[src/rtl/mul_mod_d_pkg.sv]
// Shared constants for the Dilithium modular multiplier: modulus, operand and product widths,
// plus the operand range check used on entry to the pipeline.
package mul_mod_d_pkg;

    localparam int OP_W   = 23;
    localparam int PROD_W = 46;
    localparam int FOLD_SHIFT = 13;

    localparam logic [OP_W-1:0] Q_D = 23'd8380417;

    function automatic logic operands_in_range(input logic [OP_W-1:0] a, input logic [OP_W-1:0] b);
        return (a < Q_D) && (b < Q_D);
    endfunction

endpackage

[src/rtl/mul_mod_d_if.sv]
// Operand/result handshake bundle for mul_mod_d; the slave modport is the multiplier side.
interface mul_mod_d_if;
    import mul_mod_d_pkg::*;

    logic [OP_W-1:0] a_i;
    logic [OP_W-1:0] b_i;
    logic            valid_i;
    logic            ready_o;
    logic [OP_W-1:0] result_o;
    logic            err_o;
    logic            valid_o;
    logic            ready_i;

    modport slave (
        input  a_i, b_i, valid_i, ready_i,
        output ready_o, result_o, err_o, valid_o
    );

    modport master (
        output a_i, b_i, valid_i, ready_i,
        input  ready_o, result_o, err_o, valid_o
    );

endinterface

[src/rtl/mul_mod_d_red_d.sv]
// Combinational reduction of a product below Q_D^2 into [0, Q_D-1].
// Uses 2^23 == 2^13 - 1 (mod Q_D) to fold the upper bits three times, then one conditional subtract.
module red_d
    import mul_mod_d_pkg::*;
(
    input  logic [PROD_W-1:0] product_i,
    output logic [OP_W-1:0]   result_o
);

    logic [35:0] fold1_s;
    logic [26:0] fold2_s;
    logic [23:0] fold3_s;

    // Each fold maps hi*2^23 + lo to lo + hi*2^13 - hi; intermediate wrap is harmless since the true value fits.
    always_comb begin
        fold1_s = 36'(product_i[22:0]) + (36'(product_i[45:23]) << FOLD_SHIFT) - 36'(product_i[45:23]);
        fold2_s = 27'(fold1_s[22:0]) + (27'(fold1_s[35:23]) << FOLD_SHIFT) - 27'(fold1_s[35:23]);
        fold3_s = 24'(fold2_s[22:0]) + (24'(fold2_s[26:23]) << FOLD_SHIFT) - 24'(fold2_s[26:23]);
        if (fold3_s >= {1'b0, Q_D}) begin
            result_o = 23'(fold3_s - {1'b0, Q_D});
        end else begin
            result_o = fold3_s[22:0];
        end
    end

endmodule

[src/rtl/mul_mod_d.sv]
// Three-stage (a*b) mod Q_D pipeline with a single global advance enable driven by output backpressure.
module mul_mod_d
    import mul_mod_d_pkg::*;
(
    input  logic        clk_i,
    input  logic        rst_i,
    mul_mod_d_if.slave  bus
);

    logic              en_s;
    logic [OP_W-1:0]   red_s;

    logic              s1_vld_r;
    logic              s1_err_r;
    logic [OP_W-1:0]   s1_a_r;
    logic [OP_W-1:0]   s1_b_r;

    logic              s2_vld_r;
    logic              s2_err_r;
    logic [PROD_W-1:0] s2_prod_r;

    logic              s3_vld_r;
    logic              s3_err_r;
    logic [OP_W-1:0]   s3_res_r;

    assign en_s        = !s3_vld_r || bus.ready_i;
    assign bus.ready_o = en_s;

    assign bus.valid_o  = s3_vld_r;
    assign bus.err_o    = s3_err_r;
    assign bus.result_o = s3_res_r;

    red_d u_red (
        .product_i (s2_prod_r),
        .result_o  (red_s)
    );

    // Stage 1: capture operands and their range flag.
    always_ff @(posedge clk_i) begin
        if (rst_i) begin
            s1_vld_r <= 1'b0;
            s1_err_r <= 1'b0;
            s1_a_r   <= 23'd0;
            s1_b_r   <= 23'd0;
        end else if (en_s) begin
            s1_vld_r <= bus.valid_i;
            s1_err_r <= bus.valid_i && !operands_in_range(bus.a_i, bus.b_i);
            s1_a_r   <= bus.a_i;
            s1_b_r   <= bus.b_i;
        end
    end

    // Stage 2: full-width product, never truncated.
    always_ff @(posedge clk_i) begin
        if (rst_i) begin
            s2_vld_r  <= 1'b0;
            s2_err_r  <= 1'b0;
            s2_prod_r <= 46'd0;
        end else if (en_s) begin
            s2_vld_r  <= s1_vld_r;
            s2_err_r  <= s1_err_r;
            s2_prod_r <= PROD_W'(s1_a_r) * PROD_W'(s1_b_r);
        end
    end

    // Stage 3: reduced result; zero whenever the beat is empty or flagged out of range.
    always_ff @(posedge clk_i) begin
        if (rst_i) begin
            s3_vld_r <= 1'b0;
            s3_err_r <= 1'b0;
            s3_res_r <= 23'd0;
        end else if (en_s) begin
            s3_vld_r <= s2_vld_r;
            s3_err_r <= s2_vld_r && s2_err_r;
            s3_res_r <= (s2_vld_r && !s2_err_r) ? red_s : 23'd0;
        end
    end

endmodule

[src/flat_wrapper.sv]
// flat-port wrapper written by rule: the top's interface ports become plain ports
module mul_mod_d_flat import mul_mod_d_pkg::*;
  (clk_i, rst_i, bus_a_i, bus_b_i, bus_valid_i, bus_ready_i, bus_ready_o, bus_result_o, bus_err_o, bus_valid_o);
  mul_mod_d_if bus_i ();
  input  logic clk_i;
  input  logic rst_i;
  input wire logic [$bits(bus_i.a_i)-1:0] bus_a_i;
  input wire logic [$bits(bus_i.b_i)-1:0] bus_b_i;
  input wire logic [$bits(bus_i.valid_i)-1:0] bus_valid_i;
  input wire logic [$bits(bus_i.ready_i)-1:0] bus_ready_i;
  output wire logic [$bits(bus_i.ready_o)-1:0] bus_ready_o;
  output wire logic [$bits(bus_i.result_o)-1:0] bus_result_o;
  output wire logic [$bits(bus_i.err_o)-1:0] bus_err_o;
  output wire logic [$bits(bus_i.valid_o)-1:0] bus_valid_o;
  assign bus_i.a_i = bus_a_i;
  assign bus_i.b_i = bus_b_i;
  assign bus_i.valid_i = bus_valid_i;
  assign bus_i.ready_i = bus_ready_i;
  assign bus_ready_o = bus_i.ready_o;
  assign bus_result_o = bus_i.result_o;
  assign bus_err_o = bus_i.err_o;
  assign bus_valid_o = bus_i.valid_o;
  mul_mod_d u_core (.clk_i(clk_i), .rst_i(rst_i), .bus(bus_i));
endmodule
[config.mk]
export PLATFORM = sky130hd
export DESIGN_NAME = mul_mod_d_flat
export DESIGN_NICKNAME = d
export VERILOG_FILES = /design/src/rtl/mul_mod_d_pkg.sv /design/src/rtl/mul_mod_d_if.sv /design/src/rtl/mul_mod_d_red_d.sv /design/src/rtl/mul_mod_d.sv /design/src/flat_wrapper.sv
export SDC_FILE = /design/constraint.sdc
export NUM_CORES = 2
export LEC_CHECK = 0
export CORE_MARGIN = 2
export CORE_UTILIZATION = 34
export DETAILED_ROUTE_END_ITERATION = 6
export PLACE_DENSITY = 0.58
export SKIP_CTS_REPAIR_TIMING = 1
export SKIP_LAST_GASP = 1
export SLEW_MARGIN = 30
export SYNTH_ARGS = -nofsm -noshare
export SYNTH_HDL_FRONTEND = slang
export SYNTH_SLANG_ARGS = --single-unit
[constraint.sdc]
create_clock -name clk_i -period 9.2 [get_ports clk_i]
set_input_delay 1.84 -clock clk_i [delete_from_list [all_inputs] [get_ports clk_i]]
set_output_delay 1.84 -clock clk_i [all_outputs]
set_load 0.01 [all_outputs]
# Yosys cells after proc, flatten, opt, wreduce, memory -nomap -nowiden
# Cells that the tools add are included.
# word_totals
reg_bits,121
latchBits,0
mem_bits_rw,0
rom_bits,0
inputBits,50
out_inout_bits,26
memories,0
# op_classes
n_addsub,7
n_mul,1
div,0
order_cmp,3
eq_ne,0
shifts,0
muxes,2
bitwise,0
reduce_logical,8
# ops
cell,n
"23-bit < comparator, second input constant",2
23-bit by 23-bit multiplier with 46-bit output,1
23-bit 2-to-1 mux,2
23-bit by 36-bit adder with 36-bit output,1
36-bit by 23-bit subtractor with 36-bit output,1
23-bit by 26-bit adder with 27-bit output,1
27-bit by 13-bit subtractor with 27-bit output,1
23-bit by 17-bit adder with 24-bit output,1
"24-bit by 23-bit greater-or-equal comparator with 1-bit output, second input constant",1
24-bit by 4-bit subtractor with 24-bit output,1
"23-bit subtractor, second input constant",1
1-bit logical AND,4
1-bit logical NOT,3
1-bit logical OR,1

# Longest topological paths before layout
# logic_depth
depth_word,9
depth_mapped,44

# Cells and area by module
# From an unflattened synthesis, not the netlist that was laid out.
# unflattened
cells_unflattened,3436
area_unflattened_um2,27938.0
# by_module_without_submodules
module,n_inst,cells_per_inst,area_each_um2
mul_mod_d,1,2555,21784.6
red_d,1,881,6153.4

# Worst setup path before layout
# OpenSTA, ideal clock, no wires.
# synth_path
path_kind,reg-to-reg
start,register u_core.s2_prod_r[15]
end,"register u_core.s3_res_r[19], in the netlist u_core.bus.result_o[19]"
arrival_ns,8.560
required_time_ns,9.078
setup_slack_ns,0.518
path_stages_with_launch,41
period_less_slack_ns,8.682
path_cell_list,dfxtp_1 inv_1 fa_1 inv_1 ha_1 and4_1 o2bb2ai_1 or3b_2 nor2_1 o31ai_1 a21oi_1 o21ai_0 a21oi_1 xor2_1 ha_1 ha_1 inv_1 fa_1 [... 5 more ...] a31o_2 nor2b_1 o22ai_1 maj3_1 xnor2_2 xor2_1 fa_1 a211oi_1 o21bai_1 a41o_1 a21oi_2 o21bai_1 nor4_4 a21boi_2 a41oi_4 nor2_1 a31oi_1 a311o_1
# synth_via
elab_chain_len,9
word_cells_on_any_way,10
# synth_lines
element,line,rtl
start: declaration,mul_mod_d.sv:20,logic [PROD_W-1:0] s2_prod_r;
start signal: assignment,mul_mod_d.sv:62,s2_prod_r <= PROD_W'(s1_a_r) * PROD_W'(s1_b_r);
23-bit by 36-bit adder with 36-bit output *,mul_mod_d_red_d.sv:16,fold1_s = 36'(product_i[22:0]) + (36'(product_i[45:23]) << FOLD_SHIFT) - 36'(product_i[45:23]);
36-bit by 23-bit subtractor with 36-bit output *,mul_mod_d_red_d.sv:16,
23-bit by 26-bit adder with 27-bit output,mul_mod_d_red_d.sv:17,fold2_s = 27'(fold1_s[22:0]) + (27'(fold1_s[35:23]) << FOLD_SHIFT) - 27'(fold1_s[35:23]);
27-bit by 13-bit subtractor with 27-bit output *,mul_mod_d_red_d.sv:17,
23-bit by 17-bit adder with 24-bit output,mul_mod_d_red_d.sv:18,fold3_s = 24'(fold2_s[22:0]) + (24'(fold2_s[26:23]) << FOLD_SHIFT) - 24'(fold2_s[26:23]);
24-bit by 4-bit subtractor with 24-bit output *,mul_mod_d_red_d.sv:18,
23-bit subtractor / 24-bit by 23-bit greater-or-equal comparator with 1-bit output (equally long branches),"mul_mod_d_red_d.sv:20, mul_mod_d_red_d.sv:19",
23-bit 2-to-1 mux *,mul_mod_d_red_d.sv:19,"if (fold3_s >= {1'b0, Q_D}) begin"
23-bit 2-to-1 mux *,mul_mod_d.sv:75,s3_res_r <= (s2_vld_r && !s2_err_r) ? red_s : 23'd0;
end signal: assignment,mul_mod_d.sv:75,
end: declaration,mul_mod_d.sv:24,logic [OP_W-1:0] s3_res_r;
# Mark *: on every way between the ends. The rest lies on a longest branch, timed or not.
# A chain may end at the register's enable or synchronous reset.

# Worst setup path after layout
# layout_path
start,register u_core.s2_prod_r[14]
end,"register u_core.s3_res_r[1], in the netlist u_core.bus.result_o[1]"
# layout_via
elab_chain_len,9
word_cells_on_any_way,10
# layout_lines
element,line
23-bit by 36-bit adder with 36-bit output *,mul_mod_d_red_d.sv:16
36-bit by 23-bit subtractor with 36-bit output *,mul_mod_d_red_d.sv:16
23-bit by 26-bit adder with 27-bit output,mul_mod_d_red_d.sv:17
27-bit by 13-bit subtractor with 27-bit output *,mul_mod_d_red_d.sv:17
23-bit by 17-bit adder with 24-bit output,mul_mod_d_red_d.sv:18
24-bit by 4-bit subtractor with 24-bit output *,mul_mod_d_red_d.sv:18
24-bit by 23-bit greater-or-equal comparator with 1-bit output,mul_mod_d_red_d.sv:19
23-bit 2-to-1 mux *,mul_mod_d_red_d.sv:19
23-bit 2-to-1 mux *,mul_mod_d.sv:75
# Marked as above.

==> run_results.csv <==
group,metric,value,unit
status,status,"completed",
clocking,clock_sinks,121,
worst_setup_path,arrival,9.27,ns
place,post-dp-hpwl,62.9,mm
layout,diodes,0,
timing,setup_viol,0,
detailed_routing,wirelength,76.9,mm
worst_setup_path,critPathLaunch,"u_core.s2_prod_r[14]$_SDFFE_PP0P_",
layout,drive_gt1_frac,0.0775,
worst_setup_path,crit_end,"u_core.bus.result_o[1]$_SDFFE_PP0P_",
yosys,syn_inst,3283,
timing,fmax,112,MHz
clocking,clk_latency,0.48,ns
detailed_routing,avgRoutedWirePerCell,17.5,um
grt,grt_max_degree,84,
yosys,synth-edff-count,0,
clocking,clockBufferDepth,2,
worst_setup_path,cp_data_required_time,9.55,ns
worst_setup_path,worstSetupPathType,"register to register",
detailed_routing,via_per_inst,4.99,
floorplanning,die_w,287,um
timing,relSlewSlack,0.319,
timing,fin_ws,0.275,ns
yosys,avgSynthCellArea,8.27,sq um
clocking,clk_pin_slew,0.07,ns
grt,grt_pass1_vias,22400,
clocking,cts_tree,"done",
timing,fin_crit,8.93,ns
grt,overflow,0,
clocking,h-tree-depth,4,
detailed_routing,detail_route.iter0.violations,1212,
yosys,synth_area,0.0271,sq mm
worst_hold_path,hold_class,"register to register",
worst_setup_path,r2r_end,"u_core.bus.result_o[1]$_SDFFE_PP0P_",
grt,antenna_found_initial,2,
detailed_routing,num_vias,22000,
timing,drv_slew,0,
grt,grt_pass1_wl,122,mm
clocking,numCtsBuffers,17,
worst_setup_path,crit_fanout,6,
layout,fin_nets,4129,
yosys,synth_seq_area_share,0.0893,
yosys,yosys.cell_types.count,89,
worst_setup_path,r2r_slack,0.27,ns
place,io_buffers,75,
worst_setup_path,start_kind,"register",
grt,grt_usage,0.190,
yosys,synthArstFlopShare,0,
timing,tightest_slew,1.02,ns
worst_setup_path,crit_path_end_kind,"register",
place,dpl_worst_slack,-0.187,ns
yosys,netlist_top_cells_area,"fa_1 33%, ha_1 13%, dfxtp_1 8.9%, nand2_1 8.4%, inv_1 8.2%",
flow_run,maxCapViolCount,0,
clocking,clock-root-buffer,"clkbuf_16",
layout,fill_cells,8151,
floorplanning,io-pin-count,76,
floorplanning,die-area,0.0821,sq mm
detailed_routing,dr.pass1.iters,5,
worst_setup_path,r2r_start,"u_core.s2_prod_r[14]$_SDFFE_PP0P_",
yosys,synth_top_area_cell,"fa_1",
timing,hold_slack,0.445,ns
floorplanning,core_area,0.0790,sq mm
floorplanning,initial_core_util,0.343,
timing,period_share,0.970,
place,gp_congestion,0.895,
yosys,ys.warnings.count,0,
yosys,synth_flop_cell,"dfxtp_1",
detailed_routing,antenna_left,0,
layout,syn_to_final_growth,12.5,%
timing,fin_setup_tns,0,ns
worst_setup_path,crit_slowest_cell,"fa_1",
worst_setup_path,cp_slowest_stage_delay,0.53,ns
floorplanning,die_h,287,um
floorplanning,rows,103,
worst_setup_path,worstRegToRegCells,43,
timing,finClkSkew,0.0200,ns
yosys,ys_ff_latch,121,
yosys,synth_top_area_frac,0.333,
yosys,synthesis.nets,4069,
detailed_routing,drc_errors,0,
timing,finalHoldViolCount,0,
## registers in the layout, summed over array words and instances (netlist names)
name	flops
u_core.s1_a_r	23
u_core.s2_err_r	1
u_core.s1_vld_r	1
u_core.s1_b_r	23
u_core.s2_vld_r	1
u_core.bus.valid_o	1
u_core.bus.result_o	23
u_core.s1_err_r	1
u_core.bus.err_o	1
u_core.s2_prod_r	46
## worst min-delay path by stage
| stage | startpoint | endpoint | slack [ns] | depth (start not counted) |
|---|---|---|---|---|
| after detailed placement | u_core.bus.result_o[12]$_SDFFE_PP0P_ | u_core.bus.result_o[12]$_SDFFE_PP0P_ | 0.44 | 2 |
| after floorplan | u_core.s2_prod_r[14]$_SDFFE_PP0P_ | u_core.s2_prod_r[14]$_SDFFE_PP0P_ | 0.43 | 2 |
| after global routing | u_core.s2_prod_r[32]$_SDFFE_PP0P_ | u_core.s2_prod_r[32]$_SDFFE_PP0P_ | 0.47 | 2 |
| after CTS | u_core.bus.result_o[12]$_SDFFE_PP0P_ | u_core.bus.result_o[12]$_SDFFE_PP0P_ | 0.45 | 2 |
| final | u_core.bus.result_o[12]$_SDFFE_PP0P_ | u_core.bus.result_o[12]$_SDFFE_PP0P_ | 0.44 | 2 |
| after global placement | u_core.s2_prod_r[30]$_SDFFE_PP0P_ | u_core.s2_prod_r[30]$_SDFFE_PP0P_ | 0.44 | 2 |
## Yosys cell counts, types with 3 or more instances
library cell,n
nor2b_1,20
nand2_1,609
o211ai_1,8
o21ai_0,71
a21boi_0,3
nand4bb_1,4
nand2b_1,14
nor3_2,3
a221oi_1,3
nor4_1,11
o2111ai_1,5
o21a_1,11
nor3_1,25
dfxtp_1,121
clkbuf_1,141
and4_1,4
a2111oi_0,5
fa_1,451
a21o_1,78
o21ai_1,12
a22o_1,12
mux2i_1,3
a211o_1,4
a211oi_1,19
a31o_2,5
a31oi_1,12
or3_1,8
o31ai_1,7
and2_1,161
nand4_1,15
a21oi_1,195
and3_1,13
nor2_1,81
xor2_1,44
inv_1,591
ha_1,285
nand3b_1,4
xnor2_1,97
or2_2,10
nand3_1,34
o21bai_1,22
## cell type report
class	count	area, sq um	share of cell area
Clock buffer	20	467	0.0153
Sequential cell	121	2430	0.0796
Inverter	592	2220	0.0728
Tap cell	1050	1310	0.0430
Multi-Input combinational cell	2422	22400	0.732
Timing Repair Buffer	189	1630	0.0534
Clock inverter	12	114	0.00373
## critical path, delay by kind of cell, from the launching register on
family	cells	cell delay (ns)
compound gates	19	3.51
fa+ha+maj	7	2.41
simple gates	5	1.07
buf+inv	7	0.77
xor+xnor	4	0.55
flops	1	0.32
mux	1	0.16
## per-layer routing
layer / part of all wire / track usage
met5: 0 / 0
met4: 0.025 / 0.0533
met3: 0.053 / 0.0346
met2: 0.47 / 0.311
met1: 0.46 / 0.257
## cells in the final DEF (no fill, tap or decap), types with 17 or more instances in the layout
cell	count
ha_1	280
xor2_1	40
xnor2_1	93
inv_1	591
dfxtp_1	115
fa_1	449
a21oi_1	186
o21ai_0	64
o21bai_1	21
clkdlybuf4s50_1	74
buf_4	110
nor2_1	77
nor3_1	22
a21o_1	77
nand2_1	609
clkbuf_16	17
and2_1	160
nand3_1	33
## cells by family after synthesis
group                      synth area share
AOI/OAI and AO/OA                     0.120
xor gates and xnor gates             0.0461
adders and majority gates             0.465
buffers and inverters                 0.103
DFF                                  0.0893
muxes                               0.00111
and+or+nand+nor                       0.175
## stage by stage
step	utilization	cell area [sq um]	cells
floorplan	-	27100	3283
global placement	0.371	29300	4348
detailed placement	0.371	29300	4348
CTS	0.379	29900	4380
global route	0.386	30500	4406
finish	0.386	30500	4406
Power is not shown: default switching activity piles up to over one toggle a cycle in this logic, so the estimate is an artifact.
